File: src/rtl/scene_renderer_pkg.sv
// Shared widths, colour constants and the scene parameter record for the Flappy Bird scene renderer.
package scene_renderer_pkg;

  localparam int unsigned POS_X_W  = 10;
  localparam int unsigned POS_Y_W  = 9;
  localparam int unsigned COLOR_W  = 12;
  localparam int unsigned SCREEN_W = 640;
  localparam int unsigned SCREEN_H = 480;

  typedef logic [POS_X_W-1:0] pos_x_t;
  typedef logic [POS_Y_W-1:0] pos_y_t;
  typedef logic [COLOR_W-1:0] color_t;

  // Colours are bbbb_gggg_rrrr
  localparam color_t COL_BIRD     = 12'h0FF;
  localparam color_t COL_PIPE     = 12'h2C3;
  localparam color_t COL_GROUND_A = 12'h07B;
  localparam color_t COL_GROUND_B = 12'h05A;
  localparam color_t COL_SKY      = 12'hEC7;

  typedef struct packed {
    pos_y_t bird_y;
    pos_x_t pipe_x;
    pos_y_t gap_y;
  } scene_t;

  localparam int unsigned SCENE_W = $bits(scene_t);

  // Pipe parked at the right screen edge keeps it off-screen until game logic places it
  localparam scene_t SCENE_RESET = '{bird_y: 9'd234, pipe_x: 10'(SCREEN_W), gap_y: 9'd190};

endpackage

File: src/rtl/scene_param_buffer.sv
// Pending/active register pair with valid/ready intake; pending data moves to active on swap.
module scene_param_buffer #(
  parameter int unsigned       DATA_W       = 28,
  parameter logic [DATA_W-1:0] RESET_ACTIVE = '0
) (
  input  logic              clk,
  input  logic              rst,
  input  logic              swap,
  input  logic              in_valid,
  output logic              in_ready,
  input  logic [DATA_W-1:0] in_data,
  output logic [DATA_W-1:0] active_data
);

  logic [DATA_W-1:0] pend_q, pend_d;
  logic              pend_valid_q, pend_valid_d;
  logic [DATA_W-1:0] active_q, active_d;
  logic              accept;

  // Swap reads the old pending value, so pending may be refilled on the swap cycle itself
  assign in_ready    = !pend_valid_q || swap;
  assign accept      = in_valid && in_ready;
  assign active_data = active_q;

  always_comb begin
    pend_d       = pend_q;
    pend_valid_d = pend_valid_q;
    active_d     = active_q;
    if (swap && pend_valid_q) begin
      active_d = pend_q;
    end
    if (accept) begin
      pend_d       = in_data;
      pend_valid_d = 1'b1;
    end else if (swap) begin
      pend_valid_d = 1'b0;
    end
  end

  always_ff @(posedge clk or posedge rst) begin
    if (rst) begin
      pend_q       <= '0;
      pend_valid_q <= 1'b0;
      active_q     <= RESET_ACTIVE;
    end else begin
      pend_q       <= pend_d;
      pend_valid_q <= pend_valid_d;
      active_q     <= active_d;
    end
  end

endmodule

File: src/rtl/scene_renderer.sv
// Zero-latency pixel colour source for the Flappy Bird scene, with frame tick, frame counter
// and per-frame bird/pipe collision flag; scene updates are latched only at frame boundaries.
module scene_renderer
  import scene_renderer_pkg::*;
#(
  parameter int unsigned BIRD_X   = 100,
  parameter int unsigned PIPE_W   = 52,
  parameter int unsigned GAP_H    = 100,
  parameter int unsigned GROUND_Y = 432
) (
  input  logic                 clk,
  input  logic                 rst,
  input  logic [POS_X_W-1:0]   curr_x,
  input  logic [POS_Y_W-1:0]   curr_y,
  input  logic                 vs,
  input  logic                 run,
  input  logic                 upd_valid,
  output logic                 upd_ready,
  input  logic [POS_Y_W-1:0]   upd_bird_y,
  input  logic [POS_X_W-1:0]   upd_pipe_x,
  input  logic [POS_Y_W-1:0]   upd_gap_y,
  output logic [COLOR_W-1:0]   color,
  output logic                 frame_tick,
  output logic [15:0]          frame_cnt,
  output logic                 hit
);

  logic        vs_q, vs_d;
  logic        frame_tick_q, frame_tick_d;
  logic [15:0] frame_cnt_q, frame_cnt_d;
  logic [3:0]  scroll_q, scroll_d;
  logic        hit_acc_q, hit_acc_d;
  logic        hit_q, hit_d;

  logic   tick_edge;
  scene_t upd_scene, scene;

  assign tick_edge = vs && !vs_q;
  assign upd_scene = '{bird_y: upd_bird_y, pipe_x: upd_pipe_x, gap_y: upd_gap_y};

  scene_param_buffer #(
    .DATA_W      (SCENE_W),
    .RESET_ACTIVE(SCENE_RESET)
  ) u_param_buf (
    .clk        (clk),
    .rst        (rst),
    .swap       (tick_edge),
    .in_valid   (upd_valid),
    .in_ready   (upd_ready),
    .in_data    (upd_scene),
    .active_data(scene)
  );

  logic [9:0]  y10, bird_top, bird_bot, gap_top, gap_bot;
  logic [10:0] x11, pipe_l, pipe_r;
  logic [9:0]  stripe_sum;
  logic        in_bird, in_pipe, in_ground;

  always_comb begin
    y10        = {1'b0, curr_y};
    bird_top   = {1'b0, scene.bird_y};
    bird_bot   = bird_top + 10'd12;
    gap_top    = {1'b0, scene.gap_y};
    gap_bot    = gap_top + 10'(GAP_H);
    x11        = {1'b0, curr_x};
    pipe_l     = {1'b0, scene.pipe_x};
    pipe_r     = pipe_l + 11'(PIPE_W - 1);
    stripe_sum = curr_x + {6'b0, scroll_q};

    in_bird   = (curr_x >= 10'(BIRD_X)) && (curr_x < 10'(BIRD_X + 16))
             && (y10 >= bird_top) && (y10 < bird_bot);
    in_pipe   = (x11 >= pipe_l) && (x11 <= pipe_r)
             && !((y10 >= gap_top) && (y10 < gap_bot));
    in_ground = (curr_y >= 9'(GROUND_Y));

    if (in_bird) begin
      color = COL_BIRD;
    end else if (in_pipe) begin
      color = COL_PIPE;
    end else if (in_ground) begin
      color = stripe_sum[3] ? COL_GROUND_B : COL_GROUND_A;
    end else begin
      color = COL_SKY;
    end
  end

  always_comb begin
    vs_d         = vs;
    frame_tick_d = tick_edge;
    frame_cnt_d  = frame_cnt_q;
    scroll_d     = scroll_q;
    hit_d        = hit_q;
    hit_acc_d    = hit_acc_q || (in_bird && in_pipe);
    // Overlap seen on the tick cycle seeds the new frame's accumulator
    if (tick_edge) begin
      frame_cnt_d = frame_cnt_q + 16'd1;
      hit_d       = hit_acc_q;
      hit_acc_d   = in_bird && in_pipe;
      if (run) begin
        scroll_d = scroll_q + 4'd1;
      end
    end
  end

  always_ff @(posedge clk or posedge rst) begin
    if (rst) begin
      vs_q         <= 1'b0;
      frame_tick_q <= 1'b0;
      frame_cnt_q  <= '0;
      scroll_q     <= '0;
      hit_acc_q    <= 1'b0;
      hit_q        <= 1'b0;
    end else begin
      vs_q         <= vs_d;
      frame_tick_q <= frame_tick_d;
      frame_cnt_q  <= frame_cnt_d;
      scroll_q     <= scroll_d;
      hit_acc_q    <= hit_acc_d;
      hit_q        <= hit_d;
    end
  end

  assign frame_tick = frame_tick_q;
  assign frame_cnt  = frame_cnt_q;
  assign hit        = hit_q;

endmodule

File: config.mk
export PLATFORM = sky130hd
export DESIGN_NAME = scene_renderer
export DESIGN_NICKNAME = d
export VERILOG_FILES = /design/src/rtl/scene_renderer_pkg.sv /design/src/rtl/scene_param_buffer.sv /design/src/rtl/scene_renderer.sv
export SDC_FILE = /design/constraint.sdc
export NUM_CORES = 1
export LEC_CHECK = 0
export CORE_ASPECT_RATIO = 0.75
export CORE_MARGIN = 1.5
export CORE_UTILIZATION = 54
export CTS_CLUSTER_SIZE = 12
export DETAILED_ROUTE_END_ITERATION = 8
export GPL_ROUTABILITY_DRIVEN = 0
export PLACE_DENSITY = 0.83
export SYNTH_ARGS = -nofsm -noshare
export SYNTH_HDL_FRONTEND = slang
export SYNTH_SLANG_ARGS = --single-unit
File: constraint.sdc
create_clock -name clk -period 4.7 [get_ports clk]
set_input_delay 0.94 -clock clk [delete_from_list [all_inputs] [get_ports clk]]
set_output_delay 0.94 -clock clk [all_outputs]
set_load 0.005 [all_outputs]
# Yosys cells after proc, flatten, opt, wreduce, memory -nomap -nowiden
# Index checks and enable logic that the tools add are counted.
# W data, S select, Z words.
totals:
  register_bits: 81
  input_bits: 52
  output_inout_bits: 31
  wordCells: 48
op_classes:
  n_addsub: 6
  order_cmp: 9
  n_mux: 7
  n_reduce_logical: 17
ops:
  columns: ["cell", "n"]
  rows:
  - ["$mux W12", 3]
  - ["$lt A9 B10 Y1", 2]
  - ["$ge A9 B9 Y1", 2]
  - ["$add A16 B1 Y16 const B", 1]
  - ["$add A10 B6 Y11 const B", 1]
  - ["$le A10 B11 Y1", 1]
  - ["$add A9 B4 Y10 const B", 1]
  - ["$add A9 B7 Y10 const B", 1]
  - ["$ge A10 B10 Y1", 1]
  - ["$ge A10 B7 Y1 const B", 1]
  - ["$logic_and A1 B1 Y1", 10]
  - ["$lt A10 B7 Y1 const B", 1]
  - ["$ge A9 B9 Y1 const B", 1]
  - ["$mux W6", 1]
  - ["$add A4 B1 Y4 const B", 1]
  - ["$add A4 B4 Y4", 1]
  - ["$logic_not A1 Y1", 3]
  - ["$mux W1", 3]
  - ["$logic_or A1 B1 Y1", 2]
  - ["$reduce_and A2 Y1", 1]
  - ["$reduce_bool A2 Y1", 1]

# Longest topological paths before layout
# Gate-level depths: netlist of run 1.
logic_depth:
  ltp_word: 8
  ltp_mapped: 13
  mapped_depth_nobuf: 12

# By module
# A second synthesis of run 1 with hierarchy kept.
hier_totals:
  cells_unflattened: 433
  hier_area_um2: 4906.0
by_module_without_submodules:
  columns: ["mod", "n_inst", "cells_per_inst", "area_per_inst_um2", "seq_area_each_um2"]
  rows:
  - ["scene_renderer", 1, 311, 2743.9, 600.6]
  - ["scene_param_buffer", 1, 122, 2162.1, 1442.6]

# Worst setup path after synthesis of run 1
# No wires, ideal clock.
synth_path:
  kind: "register to output"
  start: "register u_param_buf.active_q[9] (netlist: u_param_buf.active_data[9])"
  end: "output port color[11]"
  t_arrival_ns: 2.719
  required_ns: 3.760
  slack_ns: 1.041
  path_stages_with_launch: 14
  path_buffers: 1
  path_cell_list: "dfrtp_1 inv_1 ha_1 and3b_4 or3_4 nand3_1 xnor2_1 ha_1 nand4_1 nor2_1 a221oi_1 o32a_4 a21boi_0 buf_4"
synth_between:
  elab_chain_len: 6
  elab_cells_between_ends: 7
  cone_classes: "add/sub: 1; order compare: 2; mux: 2; reduce/logical: 2"
synth_lines:
  columns: ["item", "line", "text"]
  rows:
  - ["start: declaration", "scene_param_buffer.sv:17", "logic [DATA_W-1:0] active_q, active_d;"]
  - ["start signal: assignment", "scene_param_buffer.sv:48", "active_q <= active_d;"]
  - ["$add A10 B6 Y11", "scene_renderer.sv:67", "pipe_r = pipe_l + 11'(PIPE_W - 1);"]
  - ["$le A10 B11 Y1", "scene_renderer.sv:72", "in_pipe = (x11 >= pipe_l) && (x11 <= pipe_r)"]
  - ["$logic_and A1 B1 Y1 *", "scene_renderer.sv:72", null]
  - ["$logic_and A1 B1 Y1 *", "scene_renderer.sv:73", "&& !((y10 >= gap_top) && (y10 < gap_bot));"]
  - ["$mux W12 *", "scene_renderer.sv:78", "end else if (in_pipe) begin"]
  - ["$mux W12 *", "scene_renderer.sv:76", "if (in_bird) begin"]
  - ["end: declaration", "scene_renderer.sv:22", "output logic [COLOR_W-1:0] color,"]
# Mark *: on every way between the ends. The rest lies on a longest branch, timed or not.

# Final worst setup path of run 1
layout_path:
  start: "input port curr_y[8]"
  end: "output port color[11]"
layout_between:
  elab_chain_len: 6
  elab_cells_between_ends: 13
  cone_classes: "order compare: 5; mux: 3; reduce/logical: 5"
layout_lines:
  columns: ["item", "line", "text"]
  rows:
  - ["start: declaration", "scene_renderer.sv:14", "input logic [POS_Y_W-1:0] curr_y,"]
  - ["$lt A9 B10 Y1 / $ge A9 B9 Y1 (equally long branches)", "scene_renderer.sv:73", null]
  - ["$logic_and A1 B1 Y1", "scene_renderer.sv:73", null]
  - ["$logic_not A1 Y1", "scene_renderer.sv:73", null]
  - ["$logic_and A1 B1 Y1", "scene_renderer.sv:73", null]
  - ["$mux W12", "scene_renderer.sv:78", null]
  - ["$mux W12 *", "scene_renderer.sv:76", null]
# Marked as above.

==> impl_metrics.toml, run 1 <==
[grt]
grt_pass1_vias = 3799
grt_pass1_wl_um = 17600
met1_usage_pct = 31.1
antenna_found_initial = 0
grt_max_degree = 53
use_met3_pct = 4.31
overflow = 0
grt_usage_pct = 22.8
grt_use_met2_pct = 38.0
grt_busiest_layer = "met2"

[worst_setup_path]
timing.critical_path.cells = "clkdlybuf4s50_1 -> ha_1 -> nor4_1 -> nand3_1 -> a41o_1 -> a31oi_1 -> a21boi_1 -> clkdlybuf4s50_1"
crit_arrival_ns = 3.65
cp.depth = 8
worst-path-buf-inv = 2
crit_type = "input port to output port"
reg2reg_from = "u_param_buf.active_data[9]"
cp_max_fo = 6
slowest_delay_ns = 0.58
r2r_cells = 11
startpoint = "curr_y[8]"
required_ns = 3.76
crit_family = "buffers and inverters"
path_common_cell = "clkdlybuf4s50_1"
cp-start-kind = "input port"
worstSetupEndpointType = "output port"
cp_slowest_cell = "clkdlybuf4s50_1"

[cts]
postCtsHoldBufs = 0
cts_buffers = 9
cts_max_level = 3
clockRootBuffer = "clkbuf_16"
clock_path_buffers = 2
clkLatencyLatePin_ns = 0.33
postCtsResizedCells = 0
cts_tree = "done"
cts_sinks = 81
postCtsSetupBuffers = 0
clkTransAtPathRegs_ns = 0.07

[finish]
synthToLayoutAreaGrowth_pct = 24.6
drive_above_1_share_pct = 19.3
layout.nets = 634
n_fill_cell = 623
antennaDiodeCount = 0
layout.cells.non_filler = 636

[power]
leakagePower_uw = 0.00274
ir_drop_mv = 0.302
power.density_nw_per_um2 = 483
power.total_uw = 2970

[detailed_routing]
totalWireLength_um = 10400
routedWlPerCell_um = 16.3
first_pass_iters = 4
route.detailed.drc = 0
drtAntennaViolNets = 0
first_iter_violations = 158
routed_via_density = 5.69
num_vias = 3616

[timing]
fmax_mhz = 218
period_needed_ns = 4.59
tightest_slew_ns = 0.653
tns_ns = 0
fin_skew_ns = 0.00816
layout_setup_ws_ns = 0.107
report.final.setup_viol = 0
finalMaxSlewViolations = 0
finalHoldViolCount = 0
slew_headroom_pct = 56.5
period_share_pct = 97.7

[placed_design]
dp_cells = 620
io_buffer_count = 79
dp_slack_ns = 0.0772
hpwl_um = 8050

[synthesis]
synth-simple-area-share_pct = 9.77
syn_area_um2 = 4930
ys_seq_elements = 81
yosys.area.top_type = "dfrtp_1"
synth_top_family_by_area = "adder cells"
synth-edff-count = 0
ys_warn_count = 0
synth_xor_area_share_pct = 6.93
netlist.area_leader.share_pct = 34.5
synth.distinct_cells = 56
synthFlopType = "dfrtp_1"
yosysSeqAreaShare_pct = 41.4
synth.area.top_cells = "dfrtp_1 (35%), ha_1 (15%), mux2_2 (13%)"
syn_area_per_cell_um2 = 11.3
synth_compound_area_share_pct = 9.85
muxShareOfSynthArea_pct = 13.0
async_flop_share_pct = 100
syn_inst = 436
synth_fa_ha_area_share_pct = 15.0

[min_path]
hold_depth = 1
hold_path_startpoint = "frame_cnt[15]"
hold_path.class = "flop to flop"

[floorplanning]
ios = 83
die_w_um = 113
core.rowCount = 29
die_area_um2 = 9720
die_y_um = 85.7
design.core.area_um2 = 8670
start_util_pct = 56.8

[flow_run]
max_cap_viol_count = 0

[outcome]
status = "finished clean"
-- power by group --
group	leakage [µW]	internal, µW	switching (µW)
clock	0.000143	378	289
combinational	0.00163	658	575
sequential	0.000967	896	171
total	0.00274	1930	1040
-- cell usage in the layout (no fill, tap or decap), types with 3 or more instances in the layout --
master           instances
clkdlybuf4s50_1         79
dfrtp_1                 68
ha_1                    59
mux2_2                  57
xnor2_1                 32
inv_1                   32
nand2_1                 21
nand3_1                 15
dfstp_2                 13
nor2_1                  10
nand4_1                  9
o21ai_0                  9
clkbuf_16                9
nor3_1                   8
a21oi_1                  8
xor2_1                   7
a21o_1                   6
buf_4                    6
o211ai_1                 5
o21a_1                   4
nor3b_1                  4
a31oi_1                  4
and3_1                   3
nand2b_1                 3
nor2b_1                  3
conb_1                   3
clkinv_4                 3
-- state kept, by name, indices dropped and copies added, names as in the netlist --
name / cells
vs_q: 1
frame_tick: 1
u_param_buf.active_data: 28
hit_acc_q: 1
u_param_buf.pend_valid_q: 1
frame_cnt: 16
u_param_buf.pend_q: 28
hit: 1
scroll_q: 4
-- synth_stat cells, drive strengths merged (3+ instances only) --
cell type   n
buf        10
nor3b       4
nor3        9
o21a        4
dfstp      13
mux2       57
xnor2      32
nor2       10
nor2b       3
nand4       9
ha         59
nand2b      4
o211ai      5
a31oi       4
a211o       3
nand3      16
a21o        6
nand2      21
a21oi       8
o21ai      11
xor2        7
inv        33
dfrtp      68
and3        3
-- stage by stage --
step	hold WS [ns]	area, µm²	util [%]
2_1_floorplan	0.462	4930	-
3_3_place_gp	0.456	5840	67.4
3_5_place_dp	0.456	5840	67.4
4_1_cts	0.469	6130	70.7
5_1_grt	0.484	6140	70.8
6_report	0.464	6140	70.8
-- worst paths after layout --
path                                             to  slack, ns
max                                       color[11]       0.11
min                                   frame_cnt[15]       0.46
max reg2reg                               hit_acc_q       1.80
min reg2reg                           frame_cnt[15]       0.46
max in group asynchronous  u_param_buf.pend_valid_q       3.14
min in group asynchronous    u_param_buf.pend_q[23]       1.00
-- cells by family (layout without fill, tap and decap cells) --
logic type      Yosys count  in the layout
compound gates           65             65
xor+xnor                 39             39
fa+ha+maj                59             59
buf+inv                  44            135
flops                    81             81
mux                      57             57
other cells               2              3
simple gates             89             89
-- cell type report --
| cell class | instances | area, µm² | area share, % |
|---|---|---|---|
| Clock inverter | 6 | 48.8 | 0.795 |
| Clock buffer | 10 | 239 | 3.89 |
| Inverter | 34 | 128 | 2.08 |
| Multi-Input combinational cell | 312 | 2710 | 44.2 |
| Sequential cell | 81 | 2040 | 33.3 |
| Timing Repair Buffer | 85 | 836 | 13.6 |
| Tap cell | 108 | 135 | 2.20 |
-- per-layer routing --
layer	wire, µm	up-vias
li1	-	1746
met1	4810	1773
met2	4900	91
met3	569	6
met4	76	0
met5	0	-
Power figures use the tool's default switching activity.
==> run 2: changes to the inputs <==
--- a/config.mk
+++ b/config.mk
@@ -5,6 +5,7 @@
 export SDC_FILE = /design/constraint.sdc
 export NUM_CORES = 1
 export LEC_CHECK = 0
+export CAP_MARGIN = 40
 export CORE_ASPECT_RATIO = 0.75
 export CORE_MARGIN = 1.5
 export CORE_UTILIZATION = 54
@@ -12,6 +13,7 @@
 export DETAILED_ROUTE_END_ITERATION = 8
 export GPL_ROUTABILITY_DRIVEN = 0
 export PLACE_DENSITY = 0.83
+export SETUP_SLACK_MARGIN = 0.05
 export SYNTH_ARGS = -nofsm -noshare
 export SYNTH_HDL_FRONTEND = slang
 export SYNTH_SLANG_ARGS = --single-unit
==> impl_metrics.toml, run 2 (synthesis results as in run 1) <==
[floorplanning]
die_w_um = 113
design.core.area_um2 = 8670
core.rowCount = 29
die_area_um2 = 9720
start_util_pct = 56.8
die_y_um = 85.7
ios = 83

[timing]
fin_skew_ns = 0.00822
report.final.setup_viol = 0
fmax_mhz = 219
tightest_slew_ns = 0.647
grt_setup_unrepaired = "true"
slew_headroom_pct = 56.9
period_share_pct = 97.2
finalHoldViolCount = 0
tns_ns = 0
period_needed_ns = 4.57
finalMaxSlewViolations = 0

[cts]
clkTransAtPathRegs_ns = 0.07
clock_path_buffers = 2
clkLatencyLatePin_ns = 0.33
cts_tree = "done"
clockRootBuffer = "clkbuf_16"
cts_max_level = 3
cts_buffers = 9
cts_sinks = 81

[detailed_routing]
totalWireLength_um = 10400
num_vias = 3649
route.detailed.drc = 0
routedWlPerCell_um = 16.3
drtAntennaViolNets = 0
first_iter_violations = 143
routed_via_density = 5.73
first_pass_iters = 5

[min_path]
hold_path.class = "flop to flop"
hold_path_startpoint = "frame_cnt[15]"
hold_depth = 1

[placed_design]
hpwl_um = 8050
io_buffer_count = 79

[grt]
grt_usage_pct = 22.8
antenna_found_initial = 0
grt_pass1_wl_um = 17600
grt_max_degree = 53
overflow = 0
grt_pass1_vias = 3799

[power]
leakagePower_uw = 0.00276
ir_drop_mv = 0.300
power.density_nw_per_um2 = 483

[worst_setup_path]
timing.critical_path.cells = "clkdlybuf4s50_1 -> ha_1 -> nor4_2 -> nand3_1 -> a41o_1 -> a31oi_1 -> a21boi_1 -> clkdlybuf4s50_1"
crit_arrival_ns = 3.63
r2r_cells = 11
crit_family = "buffers and inverters"
worst-path-buf-inv = 2
cp-start-kind = "input port"
required_ns = 3.76
r2r_slack_ns = 1.80
crit_type = "input port to output port"
worstSetupEndpointType = "output port"
cp_max_fo = 5
reg2reg_from = "u_param_buf.active_data[22]"
cp.depth = 8
cp_slowest_cell = "clkdlybuf4s50_1"
path_common_cell = "clkdlybuf4s50_1"
startpoint = "curr_y[6]"
slowest_delay_ns = 0.56

[finish]
mostFrequentLayoutCells = "clkdlybuf4s50_1 (78), dfrtp_1 (68), ha_1 (59), mux2_2 (57)"
antennaDiodeCount = 0
final_common_cell = "clkdlybuf4s50_1"
n_fill_cell = 620
drive_above_1_share_pct = 19.8
layout.nets = 635
synthToLayoutAreaGrowth_pct = 25.0
postLayoutCoreUtil_pct = 71.1

[outcome]
status = "finished clean"

[flow_run]
max_cap_viol_count = 0
==> run 2: cell count changes in the layout (fill, tap and decap cells not counted), sizes merged <==
cell           previous run  this run
clkdlybuf4s50            79        78
buf                       6         7
dlymetal6s2s              0         1
==> run 2: area by class of cell <==
cell class,instances,area (µm²),share of cell area [%]
clock buffers,10,239,3.88
clock inverters,6,48.8,0.792
inverters,34,128,2.07
multi-input cells,312,2720,44.2
flip-flops and latches,81,2040,33.2
well taps,108,135,2.19
repair buffers,86,846,13.7
==> run 2: final timing paths <==
kind | end
max | color[11]
min | frame_cnt[15]
max reg2reg | hit_acc_q
min reg2reg | frame_cnt[15]
max in group asynchronous | u_param_buf.pend_valid_q
min in group asynchronous | u_param_buf.pend_q[23]
==> run 2: per-stage QoR <==
step / hold WS [ns] / std cells / setup WS, ns / instance area, µm² / total power, µW
6_report: 0.464 / 637 / 0.132 / 6160 / 2980
5_1_grt: 0.484 / 637 / 0.0138 / 6160 / 3200
4_1_cts: 0.469 / 636 / 0.0691 / 6130 / 2960
3_5_place_dp: 0.456 / 620 / 0.0772 / 5840 / 2280
3_3_place_gp: 0.456 / 620 / 0.180 / 5840 / 2200
2_1_floorplan: 0.462 / 437 / 1.04 / 4930 / 1890
==> run 2: routing by layer <==
metal / up-vias / wire (µm) / global-route usage (%)
li1: 1752 / - / -
met1: 1781 / 4760 / 31.1
met2: 105 / 4890 / 38.0
met3: 11 / 621 / 4.31
met4: 0 / 108 / 6.02
met5: - / 0 / 0
==> run 2: power breakdown <==
part | switching, µW | internal [µW] | leakage, µW
registers | 171 | 896 | 0.000967
logic | 582 | 662 | 0.00165
clock network | 289 | 378 | 0.000143
total | 1040 | 1940 | 0.00276
==> run 2: what timing repair did <==
| item | 4_1_cts | 5_1_grt |
|---|---|---|
| hold buffers | 0 | 0 |
| gates resized for setup | 1 | 7 |
| endpoints found under the setup margin | 2 | 8 |
| buffers inserted | 0 | 1 |
| pin swaps | 0 | 1 |
==> run 3: changes to the inputs <==
--- a/config.mk
+++ b/config.mk
@@ -14,6 +14,7 @@
 export GPL_ROUTABILITY_DRIVEN = 0
 export PLACE_DENSITY = 0.83
 export SETUP_SLACK_MARGIN = 0.05
+export SKIP_LAST_GASP = 1
 export SYNTH_ARGS = -nofsm -noshare
 export SYNTH_HDL_FRONTEND = slang
 export SYNTH_SLANG_ARGS = --single-unit
==> results of run 3 <==
Same layout as run 2: the final DEF is identical, and so are final timing and power.
